===== src/rtl/alu_pkg.sv =====
// Shared opcode map, FSM state encoding and opcode classification helpers
// for the ALU issue controller.
package alu_pkg;

   localparam logic [3:0] OP_HOLD = 4'b0000;
   localparam logic [3:0] OP_ADD  = 4'b0001;
   localparam logic [3:0] OP_SUB  = 4'b0010;
   localparam logic [3:0] OP_MUL  = 4'b0011;
   localparam logic [3:0] OP_DIV  = 4'b0101;
   localparam logic [3:0] OP_AND  = 4'b0110;
   localparam logic [3:0] OP_OR   = 4'b0111;
   localparam logic [3:0] OP_NEG  = 4'b1000;
   localparam logic [3:0] OP_NOT  = 4'b1010;
   localparam logic [3:0] OP_SHL  = 4'b1100;
   localparam logic [3:0] OP_SHR  = 4'b1101;
   localparam logic [3:0] OP_ROL  = 4'b1110;
   localparam logic [3:0] OP_ROR  = 4'b1111;

   typedef enum logic [1:0] {
      ST_IDLE  = 2'd0,
      ST_ISSUE = 2'd1,
      ST_WAIT  = 2'd2,
      ST_RESP  = 2'd3
   } state_t;

   function automatic logic is_legal_op(input logic [3:0] op);
      case (op)
         OP_ADD, OP_SUB, OP_MUL, OP_DIV, OP_AND, OP_OR,
         OP_NEG, OP_NOT, OP_SHL, OP_SHR, OP_ROL, OP_ROR: return 1'b1;
         default:                                          return 1'b0;
      endcase
   endfunction

   // Only multiply and divide produce a meaningful upper half in Z.
   function automatic logic writes_hilo(input logic [3:0] op);
      return (op == OP_MUL) || (op == OP_DIV);
   endfunction

endpackage


===== src/rtl/alu_lat_counter.sv =====
// Loadable down-counter timing the ALU result latency; o_done marks the
// cycle in which the result is valid at the next edge.
module alu_lat_counter (
   input  logic       clk,
   input  logic       clr,
   input  logic       i_load,
   input  logic [3:0] i_load_val,
   output logic       o_done
);

   logic [3:0] r_count;

   always_ff @(posedge clk) begin
      if (clr) begin
         r_count <= '0;
      end else if (i_load) begin
         r_count <= i_load_val;
      end else if (r_count != 4'd0) begin
         r_count <= r_count - 4'd1;
      end
   end

   assign o_done = (r_count == 4'd1);

endmodule


===== src/rtl/alu_issue_ctrl.sv =====
// Initiator side of the ALU interface: issues one op with a single-cycle
// select pulse, waits out the op latency, captures Z/carry, returns result.
module alu_issue_ctrl
   import alu_pkg::*;
#(
   parameter int unsigned MUL_LAT = 1,
   parameter int unsigned DIV_LAT = 1,
   parameter int unsigned OP_LAT  = 1
) (
   input  logic        clk,
   input  logic        clr,
   input  logic        req_valid,
   output logic        req_ready,
   input  logic [3:0]  req_op,
   input  logic [31:0] req_a,
   input  logic [31:0] req_b,
   output logic [3:0]  alu_select,
   output logic [31:0] alu_a,
   output logic [31:0] alu_b,
   input  logic [63:0] alu_z,
   input  logic        alu_carry,
   output logic        res_valid,
   input  logic        res_ready,
   output logic [31:0] res_lo,
   output logic [31:0] res_hi,
   output logic        res_carry,
   output logic        res_err,
   output logic [31:0] hi_q,
   output logic [31:0] lo_q,
   output logic        busy
);

   state_t      r_state;
   state_t      w_next;
   logic [3:0]  r_op;
   logic [3:0]  r_alu_select;
   logic [31:0] r_alu_a;
   logic [31:0] r_alu_b;
   logic [31:0] r_res_lo;
   logic [31:0] r_res_hi;
   logic        r_res_carry;
   logic        r_res_err;
   logic [31:0] r_hi_q;
   logic [31:0] r_lo_q;
   logic [3:0]  w_lat;
   logic        w_load;
   logic        w_done;
   logic        w_req_ready;
   logic        w_res_valid;
   logic        w_busy;

   always_comb begin
      w_lat = 4'(OP_LAT);
      if (r_op == OP_MUL) begin
         w_lat = 4'(MUL_LAT);
      end else if (r_op == OP_DIV) begin
         w_lat = 4'(DIV_LAT);
      end
   end

   assign w_load = (r_state == ST_ISSUE);

   alu_lat_counter u_lat (
      .clk        (clk),
      .clr        (clr),
      .i_load     (w_load),
      .i_load_val (w_lat),
      .o_done     (w_done)
   );

   always_ff @(posedge clk) begin
      if (clr) begin
         r_state <= ST_IDLE;
      end else begin
         r_state <= w_next;
      end
   end

   always_comb begin
      w_next = r_state;
      case (r_state)
         ST_IDLE:  if (req_valid) w_next = is_legal_op(req_op) ? ST_ISSUE : ST_RESP;
         ST_ISSUE: w_next = ST_WAIT;
         ST_WAIT:  if (w_done) w_next = ST_RESP;
         ST_RESP:  if (res_ready) w_next = ST_IDLE;
         default:  w_next = ST_IDLE;
      endcase
   end

   always_comb begin
      w_req_ready = (r_state == ST_IDLE);
      w_res_valid = (r_state == ST_RESP);
      w_busy      = (r_state != ST_IDLE);
   end

   // Select is registered so the ALU sees the op only during ISSUE;
   // operands stay put through WAIT for a multi-cycle ALU.
   always_ff @(posedge clk) begin
      if (clr) begin
         r_op         <= OP_HOLD;
         r_alu_select <= OP_HOLD;
         r_alu_a      <= '0;
         r_alu_b      <= '0;
         r_res_lo     <= '0;
         r_res_hi     <= '0;
         r_res_carry  <= 1'b0;
         r_res_err    <= 1'b0;
         r_hi_q       <= '0;
         r_lo_q       <= '0;
      end else begin
         case (r_state)
            ST_IDLE: begin
               if (req_valid) begin
                  if (is_legal_op(req_op)) begin
                     r_op         <= req_op;
                     r_alu_select <= req_op;
                     r_alu_a      <= req_a;
                     r_alu_b      <= req_b;
                  end else begin
                     r_res_lo    <= '0;
                     r_res_hi    <= '0;
                     r_res_carry <= 1'b0;
                     r_res_err   <= 1'b1;
                  end
               end
            end
            ST_ISSUE: r_alu_select <= OP_HOLD;
            ST_WAIT: begin
               if (w_done) begin
                  r_res_lo    <= alu_z[31:0];
                  r_res_hi    <= writes_hilo(r_op) ? alu_z[63:32] : '0;
                  r_res_carry <= alu_carry;
                  r_res_err   <= 1'b0;
                  if (writes_hilo(r_op)) begin
                     r_hi_q <= alu_z[63:32];
                     r_lo_q <= alu_z[31:0];
                  end
               end
            end
            default: ;
         endcase
      end
   end

   assign req_ready  = w_req_ready;
   assign res_valid  = w_res_valid;
   assign busy       = w_busy;
   assign alu_select = r_alu_select;
   assign alu_a      = r_alu_a;
   assign alu_b      = r_alu_b;
   assign res_lo     = r_res_lo;
   assign res_hi     = r_res_hi;
   assign res_carry  = r_res_carry;
   assign res_err    = r_res_err;
   assign hi_q       = r_hi_q;
   assign lo_q       = r_lo_q;

endmodule

===== config.mk =====
export PLATFORM = sky130hd
export DESIGN_NAME = alu_issue_ctrl
export DESIGN_NICKNAME = d
export VERILOG_FILES = /design/src/rtl/alu_pkg.sv /design/src/rtl/alu_lat_counter.sv /design/src/rtl/alu_issue_ctrl.sv
export SDC_FILE = /design/constraint.sdc
export NUM_CORES = 1
export LEC_CHECK = 0
export ABC_AREA = 1
export BUFFER_PORTS_ARGS = -buffer_cell sky130_fd_sc_hd__buf_2
export CORE_ASPECT_RATIO = 1.5
export CORE_MARGIN = 1.5
export CORE_UTILIZATION = 40
export DETAILED_ROUTE_END_ITERATION = 10
export GPL_ROUTABILITY_DRIVEN = 0
export GPL_TIMING_DRIVEN = 0
export MAX_ROUTING_LAYER = met4
export PLACE_DENSITY = 0.64
export SLEW_MARGIN = 20
export SYNTH_ARGS = -nofsm -noshare
export SYNTH_HDL_FRONTEND = slang
export SYNTH_HIERARCHICAL = 1
export SYNTH_SLANG_ARGS = --single-unit

===== constraint.sdc =====
create_clock -name clk -period 3.08 [get_ports clk]
set_input_delay 0.616 -clock clk [delete_from_list [all_inputs] [get_ports clk]]
set_output_delay 0.616 -clock clk [all_outputs]
set_load 0.005 [all_outputs]

==> impl_metrics.json, run 1 <==
{
  "outcome": "completed",
  "worst_pin_slew_ps": 705,
  "antenna_found_initial": 3,
  "portBuffers": 337,
  "synthXorXnorAreaFrac_pct": 0,
  "arrival_ps": 2810,
  "syn-cell-area_um2": 8750,
  "hpwl_mm": 23.4,
  "fmax_mhz": 413,
  "multiInputGateArea_um2": 3830,
  "final_nets": 1742,
  "syn_to_final_growth_pct": 31.0,
  "slew_headroom_pct": 53.0,
  "num-fill-cells": 2246,
  "min_period_over_period_pct": 78.7,
  "clk_latency_ps": 490,
  "ctsRootBufferMaster": "clkbuf_16",
  "routed.top_layer": "met4",
  "cts_tree": "built",
  "first_iter_violations": 509,
  "track_usage_pct": 27.4,
  "wirelength_met1_mm": 12.0,
  "crit_path_max_fanout": 10,
  "finalHoldViolCount": 0,
  "seqCellArea_um2": 4160,
  "pin_count": 338,
  "power.density_nw_per_um2": 909,
  "synthCells": 1235,
  "wl_met2_mm": 15.9,
  "post_cts_resized": 0,
  "cts_buffer_depth": 3,
  "grt_pass1_wl_mm": 47.4,
  "grt_pass1_vias": 9045,
  "p_total_mw": 10.4,
  "drv_slew": 0,
  "irDropWorstVdd_v": 0.000457,
  "power.leakage_nw": 5.48,
  "synth-seq-cells": 208,
  "period_minus_slack_ps": 2420,
  "cap_viol_max_count": 0,
  "cts_setup_buffers": 0,
  "ys.flop_type": "dfxtp_1",
  "die_h_um": 184,
  "cts_hold_buf": 0,
  "first_pass_iters": 5,
  "tns_ps": 0,
  "drcViolationCount": 0,
  "grt_max_degree": 15,
  "start_util_pct": 40.6,
  "crit_path_end_kind": "flop",
  "cts_sinks": 208,
  "yosysSeqAreaShare_pct": 47.6,
  "vias": 9387,
  "setup_viol": 0,
  "dieArea_um2": 22800,
  "final_common_cell": "buf_2",
  "viasPerCell": 4.98,
  "yosysTopAreaCell": "dfxtp_1",
  "overflow": 0,
  "synth_compound_area_share_pct": 8.47,
  "cts-buffers-inserted": 21,
  "drive_gt1_share_pct": 26.1,
  "finalClockSkew_ps": 11.7,
  "hp-class": "primary input to flop",
  "most-common-layout-cells": "367 x buf_2, 337 x nand2_1, 208 x dfxtp_1, 140 x a21oi_1, 137 x nand3_1",
  "htreeDepth": 1,
  "die_x_um": 124,
  "yosys_warnings": 6,
  "antenna_left": 0,
  "wl_mm": 30.7,
  "synth.top_cell.area_share_pct": 47.6,
  "ys_async_sr_fraction_pct": 0,
  "worstPathRequired_ps": 3470,
  "synth.avg_cell_area_um2": 7.08,
  "critPathKind": "flop to flop",
  "synth_mux_area_share_pct": 0,
  "synth_top_family_by_area": "simple AND/OR/NAND/NOR gates",
  "clkSlewWorstSetupHoldPaths_ps": 70,
  "placementRows": 66,
  "synth-edff-count": 0,
  "wl_per_cell_um": 16.3,
  "synth.distinct_cells": 25,
  "synth_fa_ha_area_share_pct": 1.14,
  "cp-start-kind": "flop",
  "dr_wl_met3_mm": 1.97,
  "core-area_um2": 21600,
  "rsz0062_at_grt": "no",
  "synth-simple-area-share_pct": 34.0,
  "synth_area_leaders": "dfxtp_1 48%, nand2_1 14%, a21oi_1 8.0%"
}
Yosys cell counts (all sizes together) (2+ instances only):
master and count:
dfxtp 208, inv 88, a21oi 140, conb 2, o21ai 5, clkbuf 48
nand4 70, nor2 132, ha 8, buf 49, nand2 339, nand3 141
registers in the layout (all words and copies together) (netlist names), 4 cells and up:
name           count
alu_select         4
res_lo            32
alu_b             32
alu_a             32
hi_q              32
lo_q              32
u_lat/r_count      4
r_op               4
res_hi            32
kinds of logic (layout without fill, tap and decap cells):
group	count (synthesis)	after routing
and+or+nand+nor	684	684
DFF	208	208
buffers and inverters	186	560
AOI/OAI and AO/OA	147	147
adders and majority gates	8	8
other	2	7
final timing paths:
check	startpoint	endpoint	slack, ps	cells past startpoint
worst min register to register	lo_q[20]$_SDFFE_PP0P_	lo_q[20]$_SDFFE_PP0P_	460	2
worst max-delay path	u_lat/r_count[1]$_SDFFE_PP0P_	res_hi[29]$_SDFFE_PP0P_	660	12
worst max register to register	u_lat/r_count[1]$_SDFFE_PP0P_	res_hi[29]$_SDFFE_PP0P_	660	12
worst min-delay path	clr	u_lat/r_count[0]$_SDFFE_PP0P_	330	2
area by class of cell:
class                           instances  share of cell area [%]
Antenna cell                            3                  0.0655
Buffer                                 97                    3.77
Clock buffer                           30                    5.14
Clock inverter                          7                   0.742
Inverter                               89                    2.91
Multi-Input combinational cell        843                    33.4
Sequential cell                       208                    36.3
Tap cell                              272                    2.97
Timing Repair Buffer                  337                    14.7
critical path, cell delays in order, from the launching register on:
cell and delay (ps):
dfxtp_1 320, inv_1 100, ha_1 140, nor3b_1 460, inv_2 40, nand2_1 60, nand2_1 90, nor2_2 250
nand2_2 200, buf_4 240, buf_6 160, nor2_1 180, nor2_1 70
where the power goes:
part / leakage [nW] / internal, mW / switching [mW]
combinational: 3.45 / 1.53 / 2.75
clock: 0.335 / 1.50 / 1.06
sequential: 1.69 / 3.28 / 0.313
per-layer routing:
metal / up-vias / global-route usage (%)
met5: - / -
met4: 0 / 7.95
met3: 58 / 4.52
met2: 331 / 49.5
met1: 4279 / 30.5
li1: 4719 / -
per-stage QoR:
| step | area (um^2) | worst slack (ps) | utilization (%) | hold slack [ps] | cells |
|---|---|---|---|---|---|
| global route | 11500 | 404 | 53.2 | 330 | 1886 |
| detailed placement | 10800 | 627 | 50.0 | 451 | 1846 |
| finish | 11500 | 657 | 53.2 | 334 | 1886 |
| CTS | 11500 | 655 | 53.2 | 329 | 1883 |
| floorplan | 8760 | 1260 | - | 440 | 1237 |
| global placement | 10800 | 637 | 50.0 | 445 | 1846 |
No activity file was read; power rests on OpenSTA's default activity.
==> run 2, diff against run 1 <==
==> constraint.sdc (replaced) <==
create_clock -name clk -period 2.25 [get_ports clk]
set_input_delay 0.45 -clock clk [delete_from_list [all_inputs] [get_ports clk]]
set_output_delay 0.45 -clock clk [all_outputs]
set_load 0.005 [all_outputs]
==> impl_metrics.json, run 2 (synthesis gave the netlist of run 1 again) <==
{
  "outcome": "completed",
  "grt_use_met1_pct": 30.5,
  "final_common_cell": "buf_2",
  "swShare_pct": 39.5,
  "wl_mm": 30.7,
  "viasPerCell": 4.97,
  "cts_hold_buf": 0,
  "clkPwrFrac_pct": 24.4,
  "finalClockSkew_ps": 11.9,
  "cp-start-kind": "flop",
  "antenna_found_initial": 3,
  "p_seq_share_pct": 34.2,
  "clkSlewWorstSetupHoldPaths_ps": 70,
  "arrival_ps": 2480,
  "crit_path_max_fanout": 10,
  "grt_max_degree": 15,
  "slowest_delay_ps": 320,
  "cts-buffers-inserted": 21,
  "critPathKind": "flop to flop",
  "first_iter_violations": 597,
  "hp-class": "primary input to flop",
  "rr_endpoint": "res_hi[29]$_SDFFE_PP0P_",
  "irDropWorstVdd_v": 0.000627,
  "combPwrFrac_pct": 41.4,
  "antenna_left": 0,
  "most-common-layout-cells": "365 x buf_2, 337 x nand2_1, 208 x dfxtp_1, 140 x a21oi_1, 137 x nand3_1",
  "multiInputGateArea_um2": 3850,
  "grt_util_met3_pct": 4.52,
  "wl_per_cell_um": 16.3,
  "fin_util_pct": 53.4,
  "placementRows": 66,
  "overflow": 0,
  "die_h_um": 184,
  "cts_sinks": 208,
  "htreeDepth": 1,
  "worstRegToRegCells": 12,
  "fmax_mhz": 478,
  "grt_pass1_wl_mm": 47.4,
  "grt_pass1_vias": 9048,
  "drv_slew": 0,
  "place_area_um2": 10800,
  "cap_viol_max_count": 0,
  "slew_headroom_pct": 53.1,
  "r2r_start": "u_lat/r_count[1]$_SDFFE_PP0P_",
  "core-area_um2": 21600,
  "seqCellArea_um2": 4160,
  "worst_pin_slew_ps": 704,
  "cp_cell_sequence": "inv_1 > ha_1 > nor3b_4 > inv_2 > nand2_1 > nand2_1 > nor2_4 > nand2_4 > buf_4 > buf_6 > nor2_1 > nor2_1",
  "drive_gt1_share_pct": 26.3,
  "setup_viol": 0,
  "die_x_um": 124,
  "portBuffers": 337,
  "num-fill-cells": 2237,
  "busiest_layer": "met2",
  "finalHoldViolCount": 0,
  "p_sw_mw": 5.69,
  "final_nets": 1744,
  "start_util_pct": 40.6,
  "power.leakage_nw": 5.50,
  "cts_buffer_depth": 3,
  "power.internal_mw": 8.70,
  "dieArea_um2": 22800,
  "drcViolationCount": 0,
  "slowest_stage": "dfxtp_1",
  "design_area_um2": 11500,
  "syn_to_final_growth_pct": 31.6,
  "first_pass_iters": 5,
  "period_minus_slack_ps": 2090,
  "worstPathRequired_ps": 2640,
  "stdcell_count": 1888,
  "met2_usage_pct": 49.5,
  "r2r_slack_ps": 160,
  "whs_endpoint": "u_lat/r_count[0]$_SDFFE_PP0P_",
  "cts_tree": "built",
  "track_usage_pct": 27.4,
  "crit_path_end_kind": "flop",
  "min_period_over_period_pct": 93.0,
  "worstHoldStart": "clr",
  "vias": 9386,
  "power.density_nw_per_um2": 1250,
  "hold_path_depth": 2,
  "ctsRootBufferMaster": "clkbuf_16",
  "pin_count": 338,
  "dp.cells": 1846,
  "clk_latency_ps": 500,
  "hpwl_mm": 23.4
}
[run 2: stage by stage]
step | TNS, ps | power, mW | worst slack [ps] | hold slack [ps]
2_1_floorplan | 0 | 8.73 | 428 | 440
3_3_place_gp | -1940 | 10.8 | -163 | 445
3_5_place_dp | -2440 | 10.9 | -173 | 451
4_1_cts | 0 | 14.4 | 1.61 | 163
5_1_grt | -15.0 | 15.5 | -8.64 | 164
6_report | 0 | 14.4 | 158 | 164
[run 2: what timing repair did]
item	in CTS	in global routing
resized for setup	1	7
setup endpoints to repair	60	117
pin swaps	0	1
buffers inserted	0	2
[run 2: worst max-delay path by stage]
stage	startpoint	to	slack, ps	depth (start not counted)
after detailed placement	u_lat/r_count[1]$_SDFFE_PP0P_	res_hi[29]$_SDFFE_PP0P_	-170	12
final	u_lat/r_count[1]$_SDFFE_PP0P_	res_hi[29]$_SDFFE_PP0P_	160	12
after floorplan	u_lat/r_count[1]$_SDFFE_PP0P_	res_lo[25]$_SDFFE_PP0P_	430	12
after CTS	u_lat/r_count[1]$_SDFFE_PP0P_	res_hi[29]$_SDFFE_PP0P_	2	12
after global routing	u_lat/r_count[1]$_SDFFE_PP0P_	res_hi[29]$_SDFFE_PP0P_	-9	12
after global placement	u_lat/r_count[1]$_SDFFE_PP0P_	res_hi[29]$_SDFFE_PP0P_	-160	12
[run 2: power groups by stage]
stage | Combinational [mW] | Sequential, mW | Clock, mW
2_1_floorplan | 3.72 | 5.01 | 0
3_3_place_gp | 5.80 | 4.97 | 0
3_5_place_dp | 5.87 | 4.99 | 0
4_1_cts | 5.89 | 4.92 | 3.57
5_1_grt | 6.82 | 5.01 | 3.71
6_report | 5.96 | 4.92 | 3.51
[run 2: layout make-up]
type	count	area share (%)
tap	272	2.96
buffer	97	3.80
sequential	208	36.2
inverter	89	2.90
antenna	3	0.0652
timing repair buffer	339	14.8
clock inverter	7	0.739
multi-input combinational	843	33.5
clock buffer	30	5.12
[run 2: metal layers]
metal	vias to the layer above	wire length [um]	part of all wire, %
li1	4722	-	-
met1	4272	11800	39
met2	340	15900	52
met3	52	2120	6.9
met4	0	859	2.8
met5	-	0	0
[run 2: critical path: cells and delay by family (launching register included)]
kind / cells / cell delay [ps]
flops: 1 / 320
simple gates: 7 / 980
buf+inv: 4 / 500
fa+ha+maj: 1 / 160
==> run 3, diff against run 2 <==
--- a/config.mk
+++ b/config.mk
@@ -5,7 +5,6 @@
 export SDC_FILE = /design/constraint.sdc
 export NUM_CORES = 1
 export LEC_CHECK = 0
-export ABC_AREA = 1
 export BUFFER_PORTS_ARGS = -buffer_cell sky130_fd_sc_hd__buf_2
 export CORE_ASPECT_RATIO = 1.5
 export CORE_MARGIN = 1.5
@@ -14,7 +13,7 @@
 export GPL_ROUTABILITY_DRIVEN = 0
 export GPL_TIMING_DRIVEN = 0
 export MAX_ROUTING_LAYER = met4
-export PLACE_DENSITY = 0.64
+export PLACE_DENSITY = 0.65
 export SLEW_MARGIN = 20
 export SYNTH_ARGS = -nofsm -noshare
 export SYNTH_HDL_FRONTEND = slang
==> impl_metrics.json, run 3 <==
{
  "wl_per_cell_um": 16.4,
  "portBuffers": 337,
  "overflow": 0,
  "combPwrFrac_pct": 31.6,
  "whs_endpoint": "alu_a[2]$_SDFFE_PP0P_",
  "track_usage_pct": 24.5,
  "grt_pass1_wl_mm": 40.5,
  "vias": 8123,
  "drv_slew": 0,
  "outcome": "completed",
  "critPathKind": "flop to flop",
  "cts-buffers-inserted": 21,
  "stdcell_count": 1601,
  "die_h_um": 177,
  "wl_mm": 26.3,
  "drive_gt1_share_pct": 34.4,
  "synthCells": 959,
  "power.internal_mw": 7.43,
  "swShare_pct": 34.6,
  "p_sw_mw": 3.94,
  "dieArea_um2": 21000,
  "p_seq_share_pct": 36.3,
  "rr_endpoint": "res_lo[2]$_SDFFE_PP0P_",
  "yosysTopAreaCell": "dfxtp_1",
  "cts_buffer_depth": 3,
  "dp.cells": 1558,
  "clkSlewWorstSetupHoldPaths_ps": 60,
  "r2r_slack_ps": 160,
  "first_iter_violations": 403,
  "critPathMostFrequentCell": "buf_6",
  "cp-start-kind": "flop",
  "setup_viol": 0,
  "htreeDepth": 1,
  "irDropWorstVdd_v": 0.000661,
  "design_area_um2": 10800,
  "syn-cell-area_um2": 8060,
  "ctsRootBufferMaster": "clkbuf_16",
  "synth.distinct_cells": 46,
  "finalHoldViolCount": 0,
  "grt_max_degree": 16,
  "p_total_mw": 11.4,
  "yosysSeqAreaShare_pct": 51.7,
  "holdWs_ps": 177,
  "worstHoldStart": "req_a[2]",
  "power.leakage_nw": 4.72,
  "drcViolationCount": 0,
  "worst_pin_slew_ps": 651,
  "tns_ps": 0,
  "crit_path_max_fanout": 10,
  "synth.avg_cell_area_um2": 8.40,
  "slew_headroom_pct": 56.6,
  "fmax_mhz": 479,
  "cts_setup_buffers": 0,
  "period_minus_slack_ps": 2090,
  "grt_pass1_vias": 7717,
  "hold_path_depth": 3,
  "clk_latency_ps": 510,
  "worstPathRequired_ps": 2620,
  "arrival_ps": 2450,
  "hp-class": "primary input to flop",
  "cap_viol_max_count": 0,
  "cts_hold_buf": 0,
  "clkPwrFrac_pct": 32.1,
  "hpwl_mm": 19.5,
  "cts_sinks": 208,
  "slowest_stage": "or3_4",
  "core-area_um2": 19800,
  "crit_path_end_kind": "flop",
  "antenna_left": 0,
  "r2r_start": "r_state[0]$_SDFFE_PP0P_",
  "most-common-layout-cells": "355 x buf_2, 269 x nand2_1, 208 x dfxtp_1, 203 x a21oi_1, 65 x nand4_1",
  "pin_count": 338,
  "syn_to_final_growth_pct": 34.4,
  "synthTopCellsByCount": "269 x nand2_1, 208 x dfxtp_1, 203 x a21oi_1, 65 x nand4_1, 32 x o21ai_1",
  "cts_tree": "built",
  "placementRows": 63,
  "synth_area_leaders": "dfxtp_1 52%, a21oi_1 13%, nand2_1 13%",
  "viasPerCell": 5.07,
  "synth.top_cell.area_share_pct": 51.7,
  "start_util_pct": 40.7,
  "min_period_over_period_pct": 92.7,
  "die_x_um": 119,
  "slowest_delay_ps": 410,
  "cp_cell_sequence": "inv_1 > ha_1 > nor2b_4 > or3_4 > buf_6 > buf_6 > o21ai_1 > a21oi_1",
  "yosys_warnings": 6,
  "place_area_um2": 10100,
  "worstRegToRegCells": 8,
  "yosysMostFrequentCell": "nand2_1",
  "final_nets": 1466,
  "first_pass_iters": 5,
  "ys_async_sr_fraction_pct": 0,
  "synth-seq-cells": 208,
  "ys.flop_type": "dfxtp_1",
  "synth-edff-count": 0,
  "finalClockSkew_ps": 13.5,
  "final_common_cell": "buf_2",
  "antenna_found_initial": 5,
  "power.density_nw_per_um2": 1050
}
[run 3: what timing repair did]
action,CTS,global route
resized for setup,3,9
pin swaps,0,1
endpoints found under the hold margin,0,0
endpoints found under the setup margin,63,95
[run 3: cell families after synthesis]
kind of cell | synth area share [%]
other | 0.0932
flip-flops | 51.7
adder cells (fa/ha/maj) | 1.24
XOR/XNOR | 0.326
AO/OA/AOI/OAI | 18.2
AND/OR/NAND/NOR | 20.7
multiplexers | 0.264
buffers and inverters | 7.48
[run 3: layer usage]
layer	GRT usage [%]	part of all wire [%]	vias to the layer above
met4	8.48	3.1	0
met1	27.2	39	3757
li1	-	-	4012
met5	-	0	-
met2	43.6	51	298
met3	4.93	6.6	56
[run 3: power groups by stage]
stage	clock (mW)	combinational [mW]	sequential, mW
6_report	3.65	3.59	4.13
5_1_grt	3.85	3.94	4.16
4_1_cts	3.70	3.56	4.13
3_5_place_dp	0	3.54	4.20
3_3_place_gp	0	3.53	4.19
2_1_floorplan	0	2.36	4.21
[run 3: critical path, delay by kind of cell, from the launching register on]
family / cells / cell delay [ps]
and+or+nand+nor: 2 / 600
adders and majority gates: 1 / 330
DFF: 1 / 380
buffers and inverters: 3 / 430
AOI/OAI and AO/OA: 2 / 210
[run 3: stage by stage]
stage	utilization, %	worst slack, ps
after floorplan	-	387
after global placement	50.9	-130
after detailed placement	50.9	-132
after CTS	54.6	25.7
after global routing	54.7	-5.90
final	54.7	164
[run 3: cell type report]
type                       count  area, um^2
inverter                       5        18.8
tap                          260         325
timing repair buffer         337        1690
sequential                   208        4160
antenna                        5        12.5
fill                        1928        8950
clock inverter                11         140
clock buffer                  27         568
multi-input combinational    661        3310
buffer                        87         602
[run 3: worst max path at each step]
stage / end / slack [ps] / startpoint
after floorplan: res_lo[21]$_SDFFE_PP0P_ / 390 / u_lat/r_count[1]$_SDFFE_PP0P_
after global placement: res_lo[30]$_SDFFE_PP0P_ / -130 / clr
after detailed placement: res_lo[24]$_SDFFE_PP0P_ / -130 / clr
after CTS: lo_q[30]$_SDFFE_PP0P_ / 30 / r_state[0]$_SDFFE_PP0P_
after global routing: res_hi[9]$_SDFFE_PP0P_ / -6 / u_lat/r_count[1]$_SDFFE_PP0P_
final: res_lo[2]$_SDFFE_PP0P_ / 160 / r_state[0]$_SDFFE_PP0P_
